===== src/rtl/fetch_pipe_controller.sv =====
// Fetch-pipe control: turns main-pipe flush requests into registered flush commands with a held
// redirect PC, sequences ICache/ITLB invalidation, and merges stage stall requests.
module fetch_pipe_controller #(
    parameter int VADDR_WIDTH = 32
) (
    input  logic                   clk,
    input  logic                   rst,
    input  logic                   flushFromMainPipe,
    input  logic [1:0]             flushReason,
    input  logic [VADDR_WIDTH-1:0] flushTargetPcFromMainPipe,
    input  logic                   invalidateITlbDone,
    input  logic                   invalidateICacheDone,
    input  logic                   stallFromICacheReadStage,
    input  logic                   stallFromInsnTraverseStage,
    output logic                   stall,
    output logic                   flush,
    output logic [VADDR_WIDTH-1:0] flushTargetPc,
    output logic                   invalidateITlb,
    output logic                   invalidateICache
);

    typedef enum logic [1:0] {
        ST_IDLE          = 2'd0,
        ST_FLUSH         = 2'd1,
        ST_INV_ITLB      = 2'd2,
        ST_INV_ICACHE    = 2'd3
    } state_t;

    localparam logic [1:0] REASON_FENCE_I     = 2'd2;
    localparam logic [1:0] REASON_SFENCE_VMA  = 2'd3;

    state_t                 state_q, state_d;
    logic [VADDR_WIDTH-1:0] flush_target_pc_q, flush_target_pc_d;
    logic                   pending_icache_q, pending_icache_d;
    logic                   pending_itlb_q, pending_itlb_d;

    logic req_icache_inv;
    logic req_itlb_inv;

    assign req_icache_inv = flushFromMainPipe && (flushReason == REASON_FENCE_I);
    assign req_itlb_inv   = flushFromMainPipe && (flushReason == REASON_SFENCE_VMA);

    always_ff @(posedge clk) begin
        if (rst) begin
            state_q           <= ST_IDLE;
            flush_target_pc_q <= '0;
            pending_icache_q  <= 1'b0;
            pending_itlb_q    <= 1'b0;
        end else begin
            state_q           <= state_d;
            flush_target_pc_q <= flush_target_pc_d;
            pending_icache_q  <= pending_icache_d;
            pending_itlb_q    <= pending_itlb_d;
        end
    end

    always_comb begin
        state_d           = state_q;
        flush_target_pc_d = flush_target_pc_q;
        pending_icache_d  = pending_icache_q;
        pending_itlb_d    = pending_itlb_q;

        // The latest redirect PC always wins, whatever the current state.
        if (flushFromMainPipe) begin
            flush_target_pc_d = flushTargetPcFromMainPipe;
        end

        case (state_q)
            ST_IDLE, ST_FLUSH: begin
                if (req_icache_inv) begin
                    state_d = ST_INV_ICACHE;
                end else if (req_itlb_inv) begin
                    state_d = ST_INV_ITLB;
                end else if (flushFromMainPipe) begin
                    state_d = ST_FLUSH;
                end else begin
                    state_d = ST_IDLE;
                end
            end
            ST_INV_ITLB: begin
                if (req_icache_inv) begin
                    pending_icache_d = 1'b1;
                end
                // A FenceI arriving with done chains straight into the ICache invalidation.
                if (invalidateITlbDone) begin
                    if (pending_icache_q || req_icache_inv) begin
                        state_d          = ST_INV_ICACHE;
                        pending_icache_d = 1'b0;
                    end else begin
                        state_d = ST_IDLE;
                    end
                end
            end
            ST_INV_ICACHE: begin
                if (req_itlb_inv) begin
                    pending_itlb_d = 1'b1;
                end
                if (invalidateICacheDone) begin
                    if (pending_itlb_q || req_itlb_inv) begin
                        state_d        = ST_INV_ITLB;
                        pending_itlb_d = 1'b0;
                    end else begin
                        state_d = ST_IDLE;
                    end
                end
            end
            default: begin
                state_d = ST_IDLE;
            end
        endcase
    end

    always_comb begin
        flush            = (state_q != ST_IDLE);
        invalidateITlb   = (state_q == ST_INV_ITLB);
        invalidateICache = (state_q == ST_INV_ICACHE);
        flushTargetPc    = flush_target_pc_q;
        stall            = stallFromICacheReadStage | stallFromInsnTraverseStage |
                           invalidateITlb | invalidateICache;
    end

endmodule


===== config.mk =====
export PLATFORM = sky130hd
export DESIGN_NAME = fetch_pipe_controller
export DESIGN_NICKNAME = d
export VERILOG_FILES = /design/src/rtl/fetch_pipe_controller.sv
export SDC_FILE = /design/constraint.sdc
export NUM_CORES = 1
export LEC_CHECK = 0
export BUFFER_PORTS_ARGS = -buffer_cell sky130_fd_sc_hd__buf_4
export CORE_MARGIN = 10
export CORE_UTILIZATION = 48
export CTS_BUF_LIST = sky130_fd_sc_hd__clkbuf_4
export CTS_CLUSTER_DIAMETER = 80
export DETAILED_ROUTE_END_ITERATION = 12
export PLACE_DENSITY = 0.93
export SYNTH_ARGS = -nofsm -noshare
export SYNTH_HDL_FRONTEND = slang
export SYNTH_SLANG_ARGS = --single-unit
export TNS_END_PERCENT = 100

===== constraint.sdc =====
create_clock -name clk -period 3.3 [get_ports clk]
set_input_delay 0.33 -clock clk [delete_from_list [all_inputs] [get_ports clk]]
set_output_delay 0.33 -clock clk [all_outputs]
set_load 0.02 [all_outputs]

; ---- Yosys cells after proc, flatten, opt, wreduce, memory -nomap -nowiden
; Index checks and enable logic that the tools add are counted.
[word_totals]
reg_bits = 36
inputBits = 41
out_inout_bits = 36
wordCells = 36
[op_classes]
eq_ne = 7
mux = 14
n_bitwise = 3
reduce_logical = 8
[ops]
columns = operator, count
row1 = $mux 2, 6
row2 = $eq 2x2->1 const B, 4
row3 = $mux 1, 7
row4 = $pmux 2 s3, 1
row5 = $ne 2x2->1 const B, 2
row6 = $or 1x1->1, 3
row7 = $eq 2x1->1 const B, 1
row8 = $logic_and 1x1->1, 2
row9 = $logic_not 2->1, 1
row10 = $logic_or 1x1->1, 2
row11 = $reduce_and 2->1, 1
row12 = $reduce_bool 2->1, 1
row13 = $reduce_or 2->1, 1

; ---- Logic depth before layout (Yosys ltp)
[logic_depth]
depth_word = 6
mapped_depth = 4
ltp_nobuf = 3

; ---- Least setup slack after synthesis
; Ideal clock, no wire load.
[synth_path]
kind = reg2reg
start = register pending_icache_q
end = register state_q[1]
setup_time_ps = 123
arrival_time_ps = 991
t_required_ps = 3177
path_slack_ps = 2186
path_stages_with_launch = 4
path_buffers = 0
synth_period_minus_slack_ps = 1114
path_cell_list = dfxtp_1 or3b_2 o221ai_1 a21oi_1
[synth_via]
elab_chain_cells = 4
[synth_lines]
columns = item, line_no
row1 = "start, declared", 34  ; logic pending_icache_q, pending_icache_d;
row2 = "start signal, assigned", 52  ; pending_icache_q <= pending_icache_d;
row3 = $logic_or 1x1->1, 86  ; if (pending_icache_q || req_icache_inv) begin
row4 = $mux 2, 86
row5 = $mux 2, 85  ; if (invalidateITlbDone) begin
row6 = $pmux 2 s3, 68  ; case (state_q)
row7 = "end signal, assigned", 50  ; state_q <= state_d;
row8 = "end, declared", 32  ; state_t state_q, state_d;
; Every way passes these cells. The select of a mux whose other input is x is not followed.
; A chain may end at the register's enable or synchronous reset.

; ---- Final worst setup path
[layout_path]
start = register state_q[1]
end = output stall
[layout_via]
elab_chain_cells = 3
elab_cells_between_ends = 4
classes_between = eq/ne (2) / bitwise (2)
[layout_lines]
columns = item, line_no
row1 = $eq 2x2->1, 115  ; invalidateITlb = (state_q == ST_INV_ITLB);
row2 = $or 1x1->1, 118  ; stall = stallFromICacheReadStage | stallFromInsnTraverseStage |
row3 = $or 1x1->1 (*), 119  ; invalidateITlb | invalidateICache;
row4 = "end, declared", 15  ; output logic stall,
; Mark *: on every way between the ends. The rest lies on a longest branch, timed or not.

==> reports/qor_table.md <==
| Item | Value | Unit |
|---|---|---|
| Total grt overflow | 0 | - |
| Area share of the largest cell type after synthesis | 52.89 | % |
| Worst Hold Class | in2reg | - |
| Number of top-level pins | 77 | - |
| Min-delay src | invalidateITlbDone | - |
| Count of final setup violators | 0 | - |
| Net Count, Synth | 171 | - |
| Cells after Synth | 130 | - |
| GRT Overall Usage | 14.43 | % |
| Required time worst endpoint | 2.97 | ns |
| Yosys cell types | 24 | - |
| Vias in the first global route | 1278 | - |
| Initial drt markers | 104 | - |
| Input/output buffers | 76 | - |
| Share of final-layout standard cells stronger than drive strength 1 | 42.23 | % |
| Fin Clk Skew | 0.002592 | ns |
| Synth Cell Area | 1363 | um^2 |
| Area inside the core boundary | 2734 | um^2 |
| Average instance area after synthesis | 10.48 | um^2 |
| Estimated wirelength of the detail-placed design | 3127 | um |
| Pwr/cell area | 441.8 | nW/um^2 |
| Number of rows created at floorplan | 19 | - |
| Max-cap check violation count | 0 | - |
| Buffer type at the clock tree root | sky130_fd_sc_hd__clkbuf_4 | - |
| Vert. Die Dim | 73.28 | um |
| TritonRoute pass-1 iters | 4 | - |
| Final antenna-violating net count | 0 | - |
| Status | completed | - |
| Worst endpoint data arrival time | 1.22 | ns |
| Final estimated routing congestion in global placement | 0.7560 | - |
| Multi-input combinational cell area | 595.6 | um^2 |
| Fillers | 236 | - |
| Most common flop cell mapped by yosys | sky130_fd_sc_hd__dfxtp_1 | - |
| Worst supply voltage drop on vdd | 0.0003905 | V |
| Detailed-route wire length per cell | 16.54 | um |
| Post-Place Cell Area | 1926 | um^2 |
| Area of the die | 5370 | um^2 |
| Worst flop-to-flop path startpoint | pending_icache_q | - |
| Maximum clock frequency | 645.1 | MHz |
| Cells taking the most area after synthesis | sky130_fd_sc_hd__dfxtp_1 (53%), sky130_fd_sc_hd__mux2i_1 (24%), sky130_fd_sc_hd__nor2_1 (9.4%) | - |
| Cell accounting for the most synthesized area | sky130_fd_sc_hd__dfxtp_1 | - |
| Post-CTS Setup Bufs | 0 | - |
| Design Area, Final | 1982 | um^2 |
| # diodes | 0 | - |
| Final count of pins violating max slew | 0 | - |
| Clock transition at the register clock pins on the worst setup and hold paths after CTS | 0.10 | ns |
| Vias per Instance | 5.135 | - |
| Post-layout min period | 1.550 | ns |
| H-tree levels | 2 | - |
| Worst Hold End | pending_icache_q | - |
| R2R Path End | state_q[1] | - |
| Number of stages on the worst hold path | 2 | - |
| Kind of end point of the critical path | primary output | - |
| Number of enable-type register cells in the synthesized netlist | 0 | - |
| Sink count of the clock tree | 36 | - |
| Largest fanout of any net on the critical path | 7 | - |
| Later-pin clock latency in the skew report | 0.31 | ns |
| Final worst-path cycle share | 46.97 | % |
| DRC violations left | 0 | - |
| Startpoint-to-endpoint class of the critical path | reg2out | - |
| Number of hold-slack violations in the final timing report | 0 | - |
| Count leader, synth | sky130_fd_sc_hd__dfxtp_1 | - |
| Register cell area after layout | 720.7 | um^2 |
| Worst Tran Pin Value | 0.5441 | ns |
| Reg2reg setup slack | 2.09 | ns |
| Area growth, synth to finish | 45.45 | % |
| Post-cts gate resize count | 0 | - |
| Sequential share of the synthesized area | 52.89 | % |
| Maximum buffer depth of the clock tree | 2 | - |
| Proportion of register bits with asynchronous set or reset after synthesis | 0 | % |
| Effective utilization at floorplan | 49.84 | % |
| Seq cells post-synth | 36 | - |
| Count of warnings emitted by yosys | 0 | - |
| Number of cell instances on the worst register-to-register path | 3 | - |
| CP startpoint kind | flop | - |
| Routed wire length | 3920 | um |
| Smallest hold slack | 0.2186 | ns |
| Setup TNS after final layout | 0 | ns |
| Vias | 1217 | - |
| Unrepaired setup endpoints after global routing | no | - |
| Floorplan die width | 73.28 | um |
| Static leakage | 0.001009 | uW |
| NumNets Final | 246 | - |
| Hold-fix buffers, CTS | 0 | - |
| Wire length of the first global-routing pass | 6154 | um |
| Num CTS Buffers | 5 | - |
| Most used standard cells in the synthesized netlist | sky130_fd_sc_hd__dfxtp_1 (36), sky130_fd_sc_hd__nor2_1 (34), sky130_fd_sc_hd__mux2i_1 (32) | - |
| Antenna violations before repair | 0 | - |
| CTS tree | yes | - |
| Pin count of the biggest net entering global routing | 37 | - |
| Headroom to the max-slew limit | 63.72 | % |
area by class of cell:
| cell class | instances | area share, % |
|---|---|---|
| Tap cell | 31 | 1.957 |
| Timing Repair Buffer | 76 | 28.79 |
| Sequential cell | 36 | 36.36 |
| Clock buffer | 7 | 2.652 |
| Multi-Input combinational cell | 86 | 30.05 |
| Clock inverter | 1 | 0.1894 |
metal layers:
| layer | global-route usage [%] | vias to the layer above | wire [um] |
|---|---|---|---|
| li1 | - | 591 | - |
| met1 | 14.10 | 566 | 1378 |
| met2 | 26.17 | 50 | 2159 |
| met3 | 4.980 | 10 | 265 |
| met4 | 7.173 | 0 | 116 |
| met5 | 0 | - | 0 |
per-stage QoR:
stage	total power [uW]	instances	setup WS [ns]	utilization, %
after CTS	887.3	237	1.735	72.49
final	875.7	237	1.750	72.49
after global routing	920.9	237	1.707	72.49
after detailed placement	663.0	229	1.724	70.43
after global placement	654.8	229	1.802	70.43
after floorplan	573.5	130	2.186	-
placed cells by master, fill, tap and decap left out, types with 2 or more instances in the layout:
master	count
sky130_fd_sc_hd__buf_4	76
sky130_fd_sc_hd__dfxtp_1	36
sky130_fd_sc_hd__nor2_1	34
sky130_fd_sc_hd__mux2i_1	32
sky130_fd_sc_hd__clkbuf_4	7
sky130_fd_sc_hd__nand3b_1	3
sky130_fd_sc_hd__a21oi_1	2
critical path: stages, from the launching register on:
cell                      delay, ns
sky130_fd_sc_hd__dfxtp_1       0.37
sky130_fd_sc_hd__or3_1         0.38
sky130_fd_sc_hd__buf_4         0.16
registers in the layout, indices dropped and copies added, names as in the netlist:
| name | flops |
|---|---|
| pending_icache_q | 1 |
| pending_itlb_q | 1 |
| state_q | 2 |
| flushTargetPc | 32 |
where the power goes:
part	total, uW	internal (uW)	switching, uW
clock	225	98.4	126
combinational	177	90.3	86.7
sequential	474	459	14.9
how the worst max path moves through the flow:
stage	startpoint	end	slack, ns	depth (start not counted)
after global routing	state_q[1]	stall	1.71	2
after global placement	flushFromMainPipe	pending_icache_q	1.80	4
after floorplan	pending_icache_q	state_q[1]	2.19	3
final	state_q[1]	stall	1.75	2
after detailed placement	flushFromMainPipe	pending_icache_q	1.72	4
after CTS	state_q[1]	stall	1.73	2
kinds of logic (layout without fill, tap and decap cells):
| kind of cell | count (synthesis) | in the layout | share of synthesized area, % |
|---|---|---|---|
| mux | 32 | 32 | 23.51 |
| flops | 36 | 36 | 52.89 |
| simple gates | 47 | 47 | 16.16 |
| compound gates | 7 | 7 | 4.040 |
| buf+inv | 8 | 84 | 3.397 |
No activity file was read; power rests on OpenSTA's default activity.
